**src/rtl/lsu_dmem_ctrl.sv**
```systemverilog
// lsu_dmem_ctrl: memory-stage load/store unit.
//
// Accepts one load or store per transaction using the ALU result as the
// effective address. It drives a req/gnt/rvalid data-memory bus and returns
// sign- or zero-extended load data with a one-cycle done pulse. While a
// transaction is on the bus it holds busy high so the pipeline stalls.
//
// Ports
//   clk, rst         single clock; synchronous active-high reset
//   req_valid        memory op present in the stage
//   mem_read         load op
//   mem_write        store op
//   funct3           size: 000 B, 001 H, 010 W, 100 BU, 101 HU
//   addr, wdata      effective address and store data (rs2)
//   busy             combinational stall request
//   done             one-cycle completion pulse
//   err, err_code    valid with done: 01 misaligned, 10 bus timeout,
//                    11 illegal funct3 / both read and write
//   load_data        extended load result, valid while done=1
//   dmem_*           data-memory bus (word address, byte enables,
//                    lane-replicated write data, gnt/rvalid/rdata)
module lsu_dmem_ctrl #(
    parameter int TIMEOUT = 64,
    parameter int CNT_W   = 7
) (
    input  logic        clk,
    input  logic        rst,
    input  logic        req_valid,
    input  logic        mem_read,
    input  logic        mem_write,
    input  logic [2:0]  funct3,
    input  logic [31:0] addr,
    input  logic [31:0] wdata,
    output logic        busy,
    output logic        done,
    output logic [31:0] load_data,
    output logic        err,
    output logic [1:0]  err_code,
    output logic        dmem_req,
    output logic        dmem_we,
    output logic [31:0] dmem_addr,
    output logic [3:0]  dmem_be,
    output logic [31:0] dmem_wdata,
    input  logic        dmem_gnt,
    input  logic        dmem_rvalid,
    input  logic [31:0] dmem_rdata
);

    typedef enum logic [1:0] {IDLE, REQ, WAIT, DONE} state_t;

    localparam logic [1:0]       ERR_MISAL = 2'b01;
    localparam logic [1:0]       ERR_TMO   = 2'b10;
    localparam logic [1:0]       ERR_ILL   = 2'b11;
    // Last counter value still allowed in REQ/WAIT; a completion on this
    // cycle still succeeds, otherwise the transaction is aborted.
    localparam logic [CNT_W-1:0] CNT_LAST  = CNT_W'(TIMEOUT - 1);

    state_t           state;
    logic [CNT_W-1:0] cnt;
    logic             is_load;
    logic [2:0]       size_q;
    logic [1:0]       off_q;

    logic             f3_legal;
    logic             misal;
    logic [3:0]       be_next;
    logic [31:0]      wdata_next;
    logic [15:0]      sh16;
    logic [31:0]      ext;

    // Decode of the incoming op, used only at accept.
    always_comb begin
        f3_legal   = 1'b0;
        misal      = 1'b0;
        be_next    = 4'b0000;
        wdata_next = 32'h0;
        case (funct3)
            3'b000, 3'b100: begin
                f3_legal   = 1'b1;
                be_next    = 4'b0001 << addr[1:0];
                wdata_next = {4{wdata[7:0]}};
            end
            3'b001, 3'b101: begin
                f3_legal   = 1'b1;
                misal      = addr[0];
                be_next    = 4'b0011 << addr[1:0];
                wdata_next = {2{wdata[15:0]}};
            end
            3'b010: begin
                f3_legal   = 1'b1;
                misal      = |addr[1:0];
                be_next    = 4'b1111;
                wdata_next = wdata;
            end
            default: ;
        endcase
    end

    // Shift the addressed lane down to bit 0, then extend by size.
    always_comb begin
        sh16 = 16'(dmem_rdata >> {off_q, 3'b000});
        case (size_q)
            3'b000:  ext = {{24{sh16[7]}}, sh16[7:0]};
            3'b100:  ext = {24'h0, sh16[7:0]};
            3'b001:  ext = {{16{sh16[15]}}, sh16};
            3'b101:  ext = {16'h0, sh16};
            default: ext = dmem_rdata;
        endcase
    end

    // Stall in IDLE as soon as an op shows up so the stage holds its operands
    // through the accept edge; released in DONE so the result advances.
    assign busy = (state == REQ) || (state == WAIT) ||
                  ((state == IDLE) && req_valid && (mem_read || mem_write));

    always_ff @(posedge clk) begin
        if (rst) begin
            state      <= IDLE;
            cnt        <= '0;
            done       <= 1'b0;
            err        <= 1'b0;
            err_code   <= 2'b00;
            load_data  <= 32'h0;
            dmem_req   <= 1'b0;
            dmem_we    <= 1'b0;
            dmem_addr  <= 32'h0;
            dmem_be    <= 4'b0000;
            dmem_wdata <= 32'h0;
            is_load    <= 1'b0;
            size_q     <= 3'b000;
            off_q      <= 2'b00;
        end else begin
            case (state)
                IDLE: begin
                    if (req_valid && (mem_read || mem_write)) begin
                        cnt     <= '0;
                        is_load <= mem_read;
                        size_q  <= funct3;
                        off_q   <= addr[1:0];
                        if ((mem_read && mem_write) || !f3_legal) begin
                            state     <= DONE;
                            done      <= 1'b1;
                            err       <= 1'b1;
                            err_code  <= ERR_ILL;
                            load_data <= 32'h0;
                        end else if (misal) begin
                            state     <= DONE;
                            done      <= 1'b1;
                            err       <= 1'b1;
                            err_code  <= ERR_MISAL;
                            load_data <= 32'h0;
                        end else begin
                            state      <= REQ;
                            dmem_req   <= 1'b1;
                            dmem_we    <= mem_write;
                            dmem_addr  <= {addr[31:2], 2'b00};
                            dmem_be    <= be_next;
                            dmem_wdata <= wdata_next;
                        end
                    end
                end
                REQ: begin
                    cnt <= cnt + 1'b1;
                    if (dmem_gnt && (!is_load || dmem_rvalid)) begin
                        // Store, or load with data in the grant cycle.
                        state     <= DONE;
                        dmem_req  <= 1'b0;
                        done      <= 1'b1;
                        load_data <= is_load ? ext : 32'h0;
                    end else if (cnt == CNT_LAST) begin
                        state     <= DONE;
                        dmem_req  <= 1'b0;
                        done      <= 1'b1;
                        err       <= 1'b1;
                        err_code  <= ERR_TMO;
                        load_data <= 32'h0;
                    end else if (dmem_gnt) begin
                        state    <= WAIT;
                        dmem_req <= 1'b0;
                    end
                end
                WAIT: begin
                    cnt <= cnt + 1'b1;
                    if (dmem_rvalid) begin
                        state     <= DONE;
                        done      <= 1'b1;
                        load_data <= ext;
                    end else if (cnt == CNT_LAST) begin
                        state     <= DONE;
                        done      <= 1'b1;
                        err       <= 1'b1;
                        err_code  <= ERR_TMO;
                        load_data <= 32'h0;
                    end
                end
                DONE: begin
                    state    <= IDLE;
                    done     <= 1'b0;
                    err      <= 1'b0;
                    err_code <= 2'b00;
                end
                default: state <= IDLE;
            endcase
        end
    end

endmodule

```
**config.mk**
```make
export PLATFORM = sky130hd
export DESIGN_NAME = lsu_dmem_ctrl
export DESIGN_NICKNAME = d
export VERILOG_FILES = /design/src/rtl/lsu_dmem_ctrl.sv
export SDC_FILE = /design/constraint.sdc
export NUM_CORES = 1
export LEC_CHECK = 0
export CAP_MARGIN = 0
export CELL_PAD_IN_SITES_DETAIL_PLACEMENT = 0
export CELL_PAD_IN_SITES_GLOBAL_PLACEMENT = 1
export CORE_MARGIN = 2
export CORE_UTILIZATION = 31
export CTS_CLUSTER_DIAMETER = 40
export DETAILED_ROUTE_END_ITERATION = 10
export PLACE_DENSITY_LB_ADDON = 0.3
export RECOVER_POWER = 25
export SYNTH_ARGS = -nofsm -noshare
export SYNTH_HDL_FRONTEND = slang
export SYNTH_SLANG_ARGS = --single-unit
```
**constraint.sdc**
```tcl
create_clock -name clk -period 2.2 [get_ports clk]
set_input_delay 0.33 -clock clk [delete_from_list [all_inputs] [get_ports clk]]
set_output_delay 0.33 -clock clk [all_outputs]
set_load 0.03 [all_outputs]
```
### Word level (Yosys, flattened, before mapping)

Index checks and enable logic that the tools add are counted.

| cells by class | value |
|---|---|
| muxes and demuxes | 49 |
| shift-type cells | 3 |
| add/sub/neg operators | 1 |
| bitwise logic cells | 2 |
| eq/ne operators | 19 |
| reductions and logical operators | 31 |

Operators by type and width:

| cell | count |
|---|---|
| 32-bit 2-to-1 mux | 7 |
| 32-bit one-hot mux with 3 select lines | 2 |
| 32-bit one-hot mux with 4 select lines | 1 |
| 32-bit by 5-bit >> shifter with 16-bit output | 1 |
| 2-bit 2-to-1 mux | 14 |
| 1-bit 2-to-1 mux | 16 |
| 2-bit one-hot mux with 4 select lines | 2 |
| 7-bit one-hot mux with 2 select lines | 1 |
| 3-bit equality test, second input constant | 4 |
| 4-bit one-hot mux with 3 select lines | 1 |
| 2-bit != test, second input constant | 4 |
| 1-bit one-hot mux with 4 select lines | 2 |
| 4-bit AND reduction | 2 |
| 2-bit OR reduction | 4 |
| 7-bit by 1-bit adder with 7-bit output, second input constant | 1 |
| 7-bit by 6-bit equality test with 1-bit output, second input constant | 1 |
| 7-bit 2-to-1 mux | 1 |
| 3-bit by 1-bit equality test with 1-bit output, second input constant | 2 |
| 3-bit zero test | 2 |
| 3-bit by 2-bit != test with 1-bit output, second input constant | 2 |
| 2-bit AND reduction | 3 |
| 3-bit AND reduction | 2 |
| 1-bit logical AND | 5 |
| 1-bit logical OR | 5 |
| other kinds (15) | 20 |

| storage, ports and cells | value |
|---|---|
| register bits | 119 |
| output and inout port bits | 107 |
| bits of input ports | 106 |
| logic and storage cells | 119 |

### Depth between registers and ports, before layout

Gate-level depths: netlist of run 1.

| logic depth | value |
|---|---|
| depth in word-level cells | 8 |
| depth in mapped cells | 9 |
| depth with buffers taken out | 7 |

### Least setup slack after synthesis of run 1

OpenSTA, ideal clock, no wires.

| timing | value |
|---|---|
| kind | reg2reg |
| start point | register state[0] |
| end point | register load_data[2] |
| buffers on the path | 2 |
| stages on the path, launching flop included | 10 |
| library setup time | 0.117 ns |
| slack | 0.149 ns |
| required time | 2.083 ns |
| data arrival time | 1.934 ns |
| cells stage by stage | dfxtp_1 -> inv_1 -> ha_1 -> clkbuf_1 -> nor2_1 -> a21o_1 -> a311oi_1 -> nor2_1 -> buf_2 -> a22o_1 |

| on the way | value |
|---|---|
| word-level cells in the longest chain between the ends | 3 |

RTL lines:

| element | RTL line | text |
|---|---|---|
| start: declaration | 58 | `state_t state;` |
| start signal: assignment | 118 | `state <= IDLE;` |
| start signal: assignment | 141 | `state <= DONE;` |
| start signal: assignment | 147 | `state <= DONE;` |
| 2-bit by 1-bit equality test with 1-bit output (tied with other cells) | 133 | `case (state)` |
| 3-bit nonzero test (no line) (tied with other cells) | n/a |  |
| 3-bit AND reduction (no line) | n/a |  |
| end signal: assignment | 169 | `load_data <= is_load ? ext : 32'h0;` |
| end signal: assignment | 187 | `load_data <= ext;` |
| end: declaration | 36 | `output logic [31:0] load_data,` |

Parallel ways exist; a longest one is shown, timed or not.
A chain may end at the register's enable or synchronous reset.

### Worst setup path after layout of run 1

| timing | value |
|---|---|
| start point | input mem_write |
| end point | output busy |

| on the way | value |
|---|---|
| word-level cells in the longest chain between the ends | 3 |

RTL lines:

| element | RTL line | text |
|---|---|---|
| start: declaration | 30 | `input logic mem_write,` |
| 1-bit logical OR | 114 | `((state == IDLE) && req_valid && (mem_read \|\| mem_write));` |
| 1-bit logical AND | 114 |  |
| 1-bit logical OR | 113 | `assign busy = (state == REQ) \|\| (state == WAIT) \|\|` |
| end: declaration | 34 | `output logic busy,` |

No other way between the ends.

==> results.md, run 1 <==
- Grt ovf: 0
- RD Place Congestion: 0.838
- ANT cells: 0
- Die ar.: 18700 um^2
- Worst-margin pin slew: 1.12 ns
- Initial Utilization: 31.6%
- Buffers on Ports: 210
- Synth Register Bits: 119
- Final Hold Fails: 0
- TritonRoute pass-1 iters: 7
- Peak supply drop: 0.532 mV
- Area of the core: 17200 um^2
- Slew Viols, Final: 0
- RSZ-0062 raised after global routing: no
- # setup viols final: 0
- Vias in the first global route: 5648
- FILL cells: 1597
- Vias: 5721
- Max Used Layer: met4
- Total Wirelength: 18700 um
- Wire per inst: 16.6 um
- CTS tree: yes
- Critical Path Start Type: input port
- Reg2reg end: load_data[30]$_SDFFE_PP0P_
- Crit. End Element: output port
- Share of cells above drive strength 1: 11.2%
- Worst r2r path cells: 8
- Placed insts: 1092
- Most used DFF post-synth: dfxtp_1
- Slowest CP cell: clkdlybuf4s50_1
- Yosys warning count: 0
- Met2 wire len: 8810 um
- WS Path Type: input port to output port
- Worst path cell trace: clkdlybuf4s50_1 > buf_4 > o21a_1 > nand2_1 > buf_6 > nand2_1 > buf_12
- Routed Antenna Nets: 0
- Tcrit/Tclk final: 95.3%
- CP max FO: 8
- Slowest Stage Delay on Critical Path: 0.51 ns
- Final cell count without fillers: 1124
- Min-Delay Endpoint: dmem_addr[17]$_SDFFE_PP0P_
- Cell area power density: 945 nW/um^2
- Pleak: 3.27 nW
- Footprint of the multi-input gates: 2830 um^2
- H-tree depth: 4
- Ys async rst share: 0%
- Mapped Cells: 661
- Cell Area, Synth: 5460 um^2
- Hold Startpoint: dmem_addr[17]$_SDFFE_PP0P_
- Die Ht: 137 um
- FP Rows: 48
- Area delta synth->final: 59.6%
- Inserted Clock Buffers: 17
- Hold Path Depth: 2
- Avg Vias per Cell: 5.09
- Slew margin rel.: 25.5%
- Crit path DAT: 1.77 ns
- Fin area: 8700 um^2
- Commonest cells after routing, fill and taps aside: clkdlybuf4s50_1 (166), nand2_1 (120), dfxtp_1 (117)
- Setup Skew: 0.00666 ns
- Max Fclk: 0.477 GHz
- Min Tclk post-route: 2.10 ns
- Mean Syn Cell Area: 8.25 um^2
- Remaining routing DRC violations: 0
- Iter 0 DRT Violations: 403
- Critical Path RT: 1.87 ns
- Initial antenna violation count: 0
- Hold crit path type: register to register
- CP dominant cell by count: nand2_1
- Met3 routed WL: 1800 um
- First-pass GRT wire length: 29200 um
- I/O Pins: 213
- Largest net degree at the start of global routing: 50
- Post-CTS Setup Bufs: 0
- Clock-pin slew on the worst setup and hold paths: 0.05 ns
- Most common cell after layout, fill and taps aside: clkdlybuf4s50_1
- Die width: 137 um
- Number of clock sinks: 119
- Sequential cell area: 2380 um^2
- DP HPWL: 13900 um
- Max-cap viol count: 0
- Reg-to-reg startpoint: state[1]$_SDFFE_PP0P_
- Reg-to-reg setup timing slack: 0.13 ns
- Global Route Usage Sum: 20.1%
- Placed inst area: 8040 um^2
- Worst-Skew Late Latency: 0.41 ns
- Fin util: 50.5%
- Distinct cells, synth: 54
- Nets: 998
- Post-synth EDFFs: 0
- Status: finished clean
- Clock root buffer: clkbuf_16
- CTS Buffer Depth: 2
- Sequential element share of the synthesized area: 43.7%
- M1 WL: 7870 um
- Critical Path Source: mem_write
==> layer usage <==
metal | vias to the layer above | global-route usage [%]
met5 | - | 0
li1 | 2795 | -
met3 | 15 | 7.56
met2 | 245 | 32.3
met1 | 2666 | 24.9
met4 | 0 | 6.13
==> power by group <==
group          total (mW)  leakage, nW  internal [mW]  switching (mW)
clock network        3.05        0.312           2.07           0.979
registers            2.50        0.965           2.35           0.148
logic                2.67         1.99           1.17            1.51
==> cells in the mapped netlist, drive strengths merged (2+ instances only) <==
cell / n / area [um^2]
nor2b: 6 / 37.5
a21boi: 7 / 52.6
a311oi: 9 / 78.8
ha: 6 / 75.1
a211oi: 17 / 128
o21ai: 27 / 135
clkbuf: 29 / 109
mux2i: 16 / 160
dfxtp: 119 / 2380
and3: 2 / 12.5
o21a: 2 / 15.0
inv: 10 / 37.5
nor2: 52 / 195
o2bb2ai: 24 / 273
o22ai: 10 / 62.6
buf: 22 / 125
nand4: 2 / 12.5
nand3: 12 / 60.1
a22oi: 2 / 15.0
nor3: 27 / 135
a22o: 9 / 78.8
nand2: 121 / 462
nand2b: 8 / 50.1
a21o: 3 / 22.5
xor2: 5 / 43.8
and2: 2 / 12.5
a21oi: 91 / 463
nor4: 3 / 48.8
==> through the flow <==
stage	setup TNS, ns	hold slack [ns]	power (mW)	setup WS [ns]
floorplan	0	0.453	4.05	0.149
global placement	-7.99	0.441	5.14	-0.149
detailed placement	-9.54	0.447	5.19	-0.192
CTS	0	0.440	8.27	0.00728
global route	0	0.452	8.64	0.000433
finish	0	0.453	8.22	0.103
==> final cells by class <==
cell class	count	area share, %
multi-input cells	482	32.5
repair buffers	256	29.1
flip-flops and latches	119	27.4
clock buffers	24	5.42
well taps	225	3.23
clock inverters	8	1.94
inverters	10	0.431
==> logic make-up (layout without fill, tap and decap cells) <==
| logic type | count (synthesis) | after routing | share of synthesized area, % |
|---|---|---|---|
| AOI/OAI and AO/OA | 212 | 212 | 26.2 |
| xor gates and xnor gates | 5 | 5 | 0.803 |
| adders and majority gates | 6 | 6 | 1.38 |
| buffers and inverters | 61 | 298 | 4.98 |
| DFF | 119 | 119 | 43.7 |
| muxes | 18 | 18 | 3.55 |
| other | 1 | 2 | 0.0687 |
| and+or+nand+nor | 239 | 239 | 19.4 |
==> timing repair <==
item                                    CTS  global route
resized for setup                         2             5
endpoints found under the hold margin     0             0
gates cloned                              0             0
endpoints found under the setup margin    1             2
hold buffers                              0             0
==> flip-flops by register name (all words and copies together) (netlist names) <==
signal	cells
err_code	2
cnt	7
dmem_addr	30
done	1
state	2
err	1
load_data	32
is_load	1
dmem_be	4
dmem_req	1
off_q	2
dmem_wdata	32
dmem_we	1
size_q	3
==> critical path: cells and delay by family <==
kind | cells | cell delay (ns)
AOI/OAI and AO/OA | 1 | 0.20
and+or+nand+nor | 2 | 0.22
buffers and inverters | 4 | 1.01
==> worst max path at each step <==
stage | slack [ns] | endpoint
6_report | 0.10 | busy
3_5_place_dp | -0.19 | dmem_wdata[30]$_SDFFE_PP0P_
5_1_grt | 0.0004 | busy
4_1_cts | 0.007 | busy
2_1_floorplan | 0.15 | load_data[2]$_SDFFE_PP0P_
3_3_place_gp | -0.15 | dmem_wdata[10]$_SDFFE_PP0P_
Power figures use the tool's default switching activity.
==> run 2, diff against run 1 <==
--- a/config.mk
+++ b/config.mk
@@ -6,10 +6,8 @@
 export NUM_CORES = 1
 export LEC_CHECK = 0
 export CAP_MARGIN = 0
-export CELL_PAD_IN_SITES_DETAIL_PLACEMENT = 0
-export CELL_PAD_IN_SITES_GLOBAL_PLACEMENT = 1
 export CORE_MARGIN = 2
-export CORE_UTILIZATION = 31
+export CORE_UTILIZATION = 44
 export CTS_CLUSTER_DIAMETER = 40
 export DETAILED_ROUTE_END_ITERATION = 10
 export PLACE_DENSITY_LB_ADDON = 0.3
==> run 2 against run 1 <==
  * Fmax increased by 0.31%
  * Core utilization increased by 20 points
  * Critical endpoint unchanged
  * Total power decreased by 5.6%
  * Largest power group is now combinational logic
  * Cell count decreased by 5.5%
==> results.md, run 2 (synthesis results as in run 1) <==
- Area delta synth->final: 55.6%
- TritonRoute pass-1 iters: 5
- Avg Vias per Cell: 5.42
- Cell area power density: 915 nW/um^2
- DP HPWL: 13300 um
- Final Hold Fails: 0
- I/O Pins: 213
- Met1 Resource Use GR: 31.8%
- Worst-margin pin slew: 0.975 ns
- Fin worst setup slack: 0.109 ns
- Slowest CP cell: dfxtp_2
- Pre-CTS setup slack: -0.293 ns
- Status: finished clean
- Reg-to-reg setup timing slack: 0.22 ns
- Initial antenna violation count: 0
- Pleak: 3.20 nW
- GRT met2 Usage: 46.6%
- Remaining routing DRC violations: 0
- Initial Utilization: 45.2%
- Global Route Usage Sum: 27.5%
- Tcrit/Tclk final: 95.0%
- Hold Path Depth: 3
- Worst path cell trace: inv_1 > ha_2 > buf_4 > nand2_1 > buf_4 > nand2_1 > buf_12
- Fin util: 70.4%
- Routed Antenna Nets: 0
- Crit path DAT: 1.76 ns
- Critical Path Start Type: register
- Total Wirelength: 18100 um
- Die ar.: 13300 um^2
- CTS tree: yes
- Pwr Total: 7.76 mW
- Iter 0 DRT Violations: 439
- Setup Skew: 0.00954 ns
- Min Tclk post-route: 2.09 ns
- FP Rows: 40
- Met3 Use GR: 9.65%
- Die width: 115 um
- Hold crit path type: input port to register
- Reg2reg end: load_data[30]$_SDFFE_PP0P_
- Die Ht: 115 um
- Post-CTS Hold Buffers: 0
- GR peak layer: met2
- Slew Viols, Final: 0
- Largest net degree at the start of global routing: 51
- Worst-Skew Late Latency: 0.42 ns
- Hold_ws: 0.426 ns
- Share of cells above drive strength 1: 10.9%
- Critical Path RT: 1.87 ns
- Nets: 994
- ANT cells: 0
- RD Place Congestion: 0.874
- Clock-pin slew on the worst setup and hold paths: 0.05 ns
- CP max FO: 8
- Most common cell after layout, fill and taps aside: clkdlybuf4s50_1
- H-tree depth: 4
- Grt ovf: 0
- Reg-to-reg startpoint: state[1]$_SDFFE_PP0P_
- Vias: 5761
- Area of the core: 12100 um^2
- Slew margin rel.: 34.7%
- Max Fclk: 0.478 GHz
- First-pass GRT wire length: 28600 um
- CTS Buffer Depth: 2
- Clock root buffer: clkbuf_16
- Commonest cells after routing, fill and taps aside: clkdlybuf4s50_1 (166), nand2_1 (120), dfxtp_1 (117)
- Top Registers: dmem_wdata x32, load_data x32, dmem_addr x30
- Max-cap viol count: 0
- FILL cells: 900
- Worst r2r path cells: 8
- Hold Startpoint: rst
- Inserted Clock Buffers: 17
- Wire per inst: 17.0 um
- # setup viols final: 0
- Peak supply drop: 0.750 mV
- WS Path Type: register to output port
- Number of clock sinks: 119
- RSZ-0062 raised after global routing: no
- Crit. End Element: output port
- Min-Delay Endpoint: cnt[0]$_SDFFE_PP0P_
- Vias in the first global route: 5804
- Buffers on Ports: 210
- Setup TNS: 0 ns
- Slowest Stage Delay on Critical Path: 0.37 ns
-- run 2: changes by cell type in the layout (fill, tap and decap cells not counted), moves of 2 or more --
cell        previous run  this run
buf_4                 39        36
clkinvlp_4             0         2
bufinv_16              5         2
clkinv_2               2         6
-- run 2: worst max-delay path by stage --
stage                                startpoint                     endpoint  slack [ns]  cells after the start
after floorplan           state[0]$_SDFFE_PP0P_    load_data[2]$_SDFFE_PP0P_        0.15                      9
after global placement                funct3[0]  dmem_wdata[15]$_SDFFE_PP0P_       -0.18                      5
after detailed placement              funct3[0]   dmem_wdata[9]$_SDFFE_PP0P_       -0.29                      5
after CTS                 state[0]$_SDFFE_PP0P_                         busy        0.02                      7
after global routing      state[1]$_SDFFE_PP0P_                         busy        0.01                      7
final                     state[1]$_SDFFE_PP0P_                         busy        0.11                      7
-- run 2: worst max-delay path: cells and delay by family (launching register included) --
kind,cells,cell delay (ns)
DFF,1,0.37
adders and majority gates,1,0.21
and+or+nand+nor,2,0.19
buffers and inverters,4,0.59
-- run 2: layer usage --
metal	part of all wire (%)	up-vias
li1	-	2782
met1	40	2676
met2	48	259
met3	9.0	44
met4	2.7	0
met5	0	-
-- run 2: power by group --
part | total [mW] | internal (mW) | switching (mW)
combinational | 2.64 | 1.13 | 1.50
clock | 2.63 | 1.67 | 0.956
sequential | 2.50 | 2.35 | 0.143
total | 7.76 | 5.16 | 2.60
-- run 2: area by class of cell --
cell class	instances	area (um^2)	area share (%)
Clock buffer	21	450	5.31
Clock inverter	10	105	1.24
Inverter	10	37.5	0.442
Multi-Input combinational cell	482	2820	33.2
Sequential cell	119	2380	28.1
Tap cell	168	210	2.48
Timing Repair Buffer	252	2480	29.2
-- run 2: repair_timing --
item,in CTS,in global routing
setup buffers,0,0
setup endpoints to repair,1,3
gates resized for setup,2,3
-- run 2: through the flow --
| step | cell area, um^2 | cells |
|---|---|---|
| global placement | 7930 | 1031 |
| detailed placement | 7930 | 1031 |
| CTS | 8490 | 1062 |
| finish | 8490 | 1062 |
| floorplan | 5460 | 662 |
| global route | 8490 | 1062 |
==> run 3, diff against run 2 <==
--- a/config.mk
+++ b/config.mk
@@ -10,8 +10,10 @@
 export CORE_UTILIZATION = 44
 export CTS_CLUSTER_DIAMETER = 40
 export DETAILED_ROUTE_END_ITERATION = 10
+export GPL_TIMING_DRIVEN = 0
 export PLACE_DENSITY_LB_ADDON = 0.3
 export RECOVER_POWER = 25
+export SLEW_MARGIN = 20
 export SYNTH_ARGS = -nofsm -noshare
 export SYNTH_HDL_FRONTEND = slang
 export SYNTH_SLANG_ARGS = --single-unit
==> run 3 against run 2 <==
  * Global-route usage grew 1.8 points
  * Total power is 3.1% higher
  * Cell count up 0.85%
  * First-iteration DRC count is 18% higher
  * Final area fell by 0.28%
  * Sequential share of layout area up 0.064 points
  * Worst hold slack got worse by 0.033 ns
  * Critical path depth increased by 1
  * Fmax rose by 1.0%
  * Register-to-register slack lost 0.09 ns
  * Clock power increased by 12%
  * Critical endpoint is now load_data[7]$_SDFFE_PP0P_
  * Largest cell class unchanged
  * Largest power group is now clock
==> results.md, run 3 (synthesis results as in run 1) <==
- Status: finished clean
- Crit path buffers/inverters: 2
- Total Wirelength: 19700 um
- Area delta synth->final: 55.2%
- Peak supply drop: 0.591 mV
- Vias: 6031
- Cell area power density: 946 nW/um^2
- Hold crit path type: input port to register
- Iter 0 DRT Violations: 518
- Critical Path Source: state[0]$_SDFFE_PP0P_
- Clock-pin slew on the worst setup and hold paths: 0.06 ns
- CTS tree: yes
- Setup TNS: 0 ns
- Nets: 1002
- Wire per inst: 18.3 um
- Slowest CP cell: dfxtp_1
- Number of clock sinks: 119
- Crit. path cell count: 8
- Die ar.: 13300 um^2
- Most common cell after layout, fill and taps aside: clkdlybuf4s50_1
- Worst-Skew Late Latency: 0.42 ns
- Crit. End Element: register
- TritonRoute pass-1 iters: 7
- CTS Buffer Depth: 2
- WS Path Type: register to register
- Reg-to-reg startpoint: state[0]$_SDFFE_PP0P_
- Vias in the first global route: 5938
- H-tree depth: 4
- Share of cells above drive strength 1: 8.86%
- Global Route Usage Sum: 29.3%
- Final Hold Fails: 0
- Slew Viols, Final: 0
- Reg2reg end: load_data[7]$_SDFFE_PP0P_
- Grt ovf: 0
- Hold_ws: 0.393 ns
- Worst-margin pin slew: 0.766 ns
- # setup viols final: 0
- I/O Pins: 213
- Tcrit/Tclk final: 94.1%
- Initial Utilization: 45.2%
- Die Ht: 115 um
- Slowest Stage Delay on Critical Path: 0.40 ns
- DP HPWL: 14600 um
- CP top delay family: compound AO/OA/AOI/OAI gates
- Buffers on Ports: 210
- Pre-CTS setup slack: -0.456 ns
- Critical Path RT: 2.51 ns
- Min Tclk post-route: 2.07 ns
- Final cell count without fillers: 1071
- Placed inst area: 7770 um^2
- Setup Skew: 0.00803 ns
- CP max FO: 10
- Placed insts: 1040
- Die width: 115 um
- ANT cells: 0
- Largest net degree at the start of global routing: 17
- FP Rows: 40
- Crit path capture: load_data[7]$_SDFFE_PP0P_
- Worst path cell trace: inv_2 > ha_4 > nor2_1 > a21o_1 > a311oi_2 > nor2_2 > buf_2 > a22o_1
- Reg-to-reg setup timing slack: 0.13 ns
- Remaining routing DRC violations: 0
- Critical Path Start Type: register
- FILL cells: 952
- Commonest cells after routing, fill and taps aside: clkdlybuf4s50_1 (161), nand2_1 (119), dfxtp_1 (118)
- Initial antenna violation count: 1
- Routed Antenna Nets: 0
- RD Place Congestion: 0.951
- Crit path DAT: 2.38 ns
- Slew margin rel.: 48.6%
- Inserted Clock Buffers: 17
- Top Registers: dmem_wdata x32, load_data x32, dmem_addr x30
- First-pass GRT wire length: 30200 um
- Avg Vias per Cell: 5.63
- Fin area: 8460 um^2
- Clock root buffer: clkbuf_16
- Worst r2r path cells: 8
- Max-cap viol count: 0
- Area of the core: 12100 um^2
- Fin worst setup slack: 0.130 ns
- Pleak: 3.17 nW
- Max Fclk: 0.483 GHz
run 3: cell count changes in the layout (fill, tap and decap cells not counted), moves of 5 or more:
cell,before,now
buf_12,6,0
buf_2,1,11
buf_4,36,3
clkbuf_1,4,26
clkdlybuf4s50_1,166,161
clkinv_4,0,6
run 3: how the worst min path moves through the flow:
| stage | cells past startpoint | end | start | slack, ns |
|---|---|---|---|---|
| 4_1_cts | 3 | dmem_addr[11]$_SDFFE_PP0P_ | addr[11] | 0.44 |
| 3_3_place_gp | 2 | dmem_wdata[1]$_SDFFE_PP0P_ | dmem_wdata[1]$_SDFFE_PP0P_ | 0.44 |
| 2_1_floorplan | 2 | cnt[6]$_SDFFE_PP0P_ | cnt[6]$_SDFFE_PP0P_ | 0.45 |
| 5_1_grt | 3 | dmem_addr[11]$_SDFFE_PP0P_ | addr[11] | 0.45 |
| 3_5_place_dp | 2 | dmem_wdata[5]$_SDFFE_PP0P_ | dmem_wdata[5]$_SDFFE_PP0P_ | 0.44 |
| 6_report | 3 | off_q[0]$_SDFFE_PP0P_ | addr[0] | 0.39 |
run 3: repair_timing:
action / CTS / global route
resized for setup: 10 / 14
setup buffers: 1 / 0
hold buffers: 0 / 0
pin swaps: 1 / 0
endpoints found under the setup margin: 85 / 76
hold endpoints to repair: 0 / 0
run 3: metal layers:
metal  part of all wire (%)  global-route usage, %  vias to the layer above
met2                     49                   49.2                      341
met4                    2.6                   12.0                        2
met5                  0.046                      0                        -
met3                    9.4                   9.12                       37
li1                       -                      -                     2815
met1                     39                   34.8                     2836
run 3: worst reg2reg max path, cell delays in order (launching register included):
cell and delay [ns]:
dfxtp_1 0.40, inv_2 0.10, ha_4 0.33, nor2_1 0.06
a21o_1 0.20, a311oi_2 0.27, nor2_2 0.12, buf_2 0.23
a22o_1 0.25
run 3: where the power goes:
part | internal (mW) | switching [mW] | total [mW]
sequential | 2.35 | 0.135 | 2.49
clock | 1.90 | 1.05 | 2.95
combinational | 1.02 | 1.55 | 2.57
total | 5.27 | 2.74 | 8.01
run 3: through the flow:
stage	total power [mW]	utilization (%)
global placement	4.92	64.4
global route	8.33	70.2
finish	8.01	70.2
floorplan	4.05	-
detailed placement	4.97	64.4
CTS	7.97	69.9
run 3: cell type report:
class,count,area (um^2),share of cell area (%)
buffer,49,238,2.81
multi-input combinational,482,2850,33.6
clock inverter,15,205,2.42
sequential,119,2380,28.2
tap,168,210,2.48
timing repair buffer,211,2120,25.0
inverter,10,37.5,0.443
clock buffer,17,425,5.03
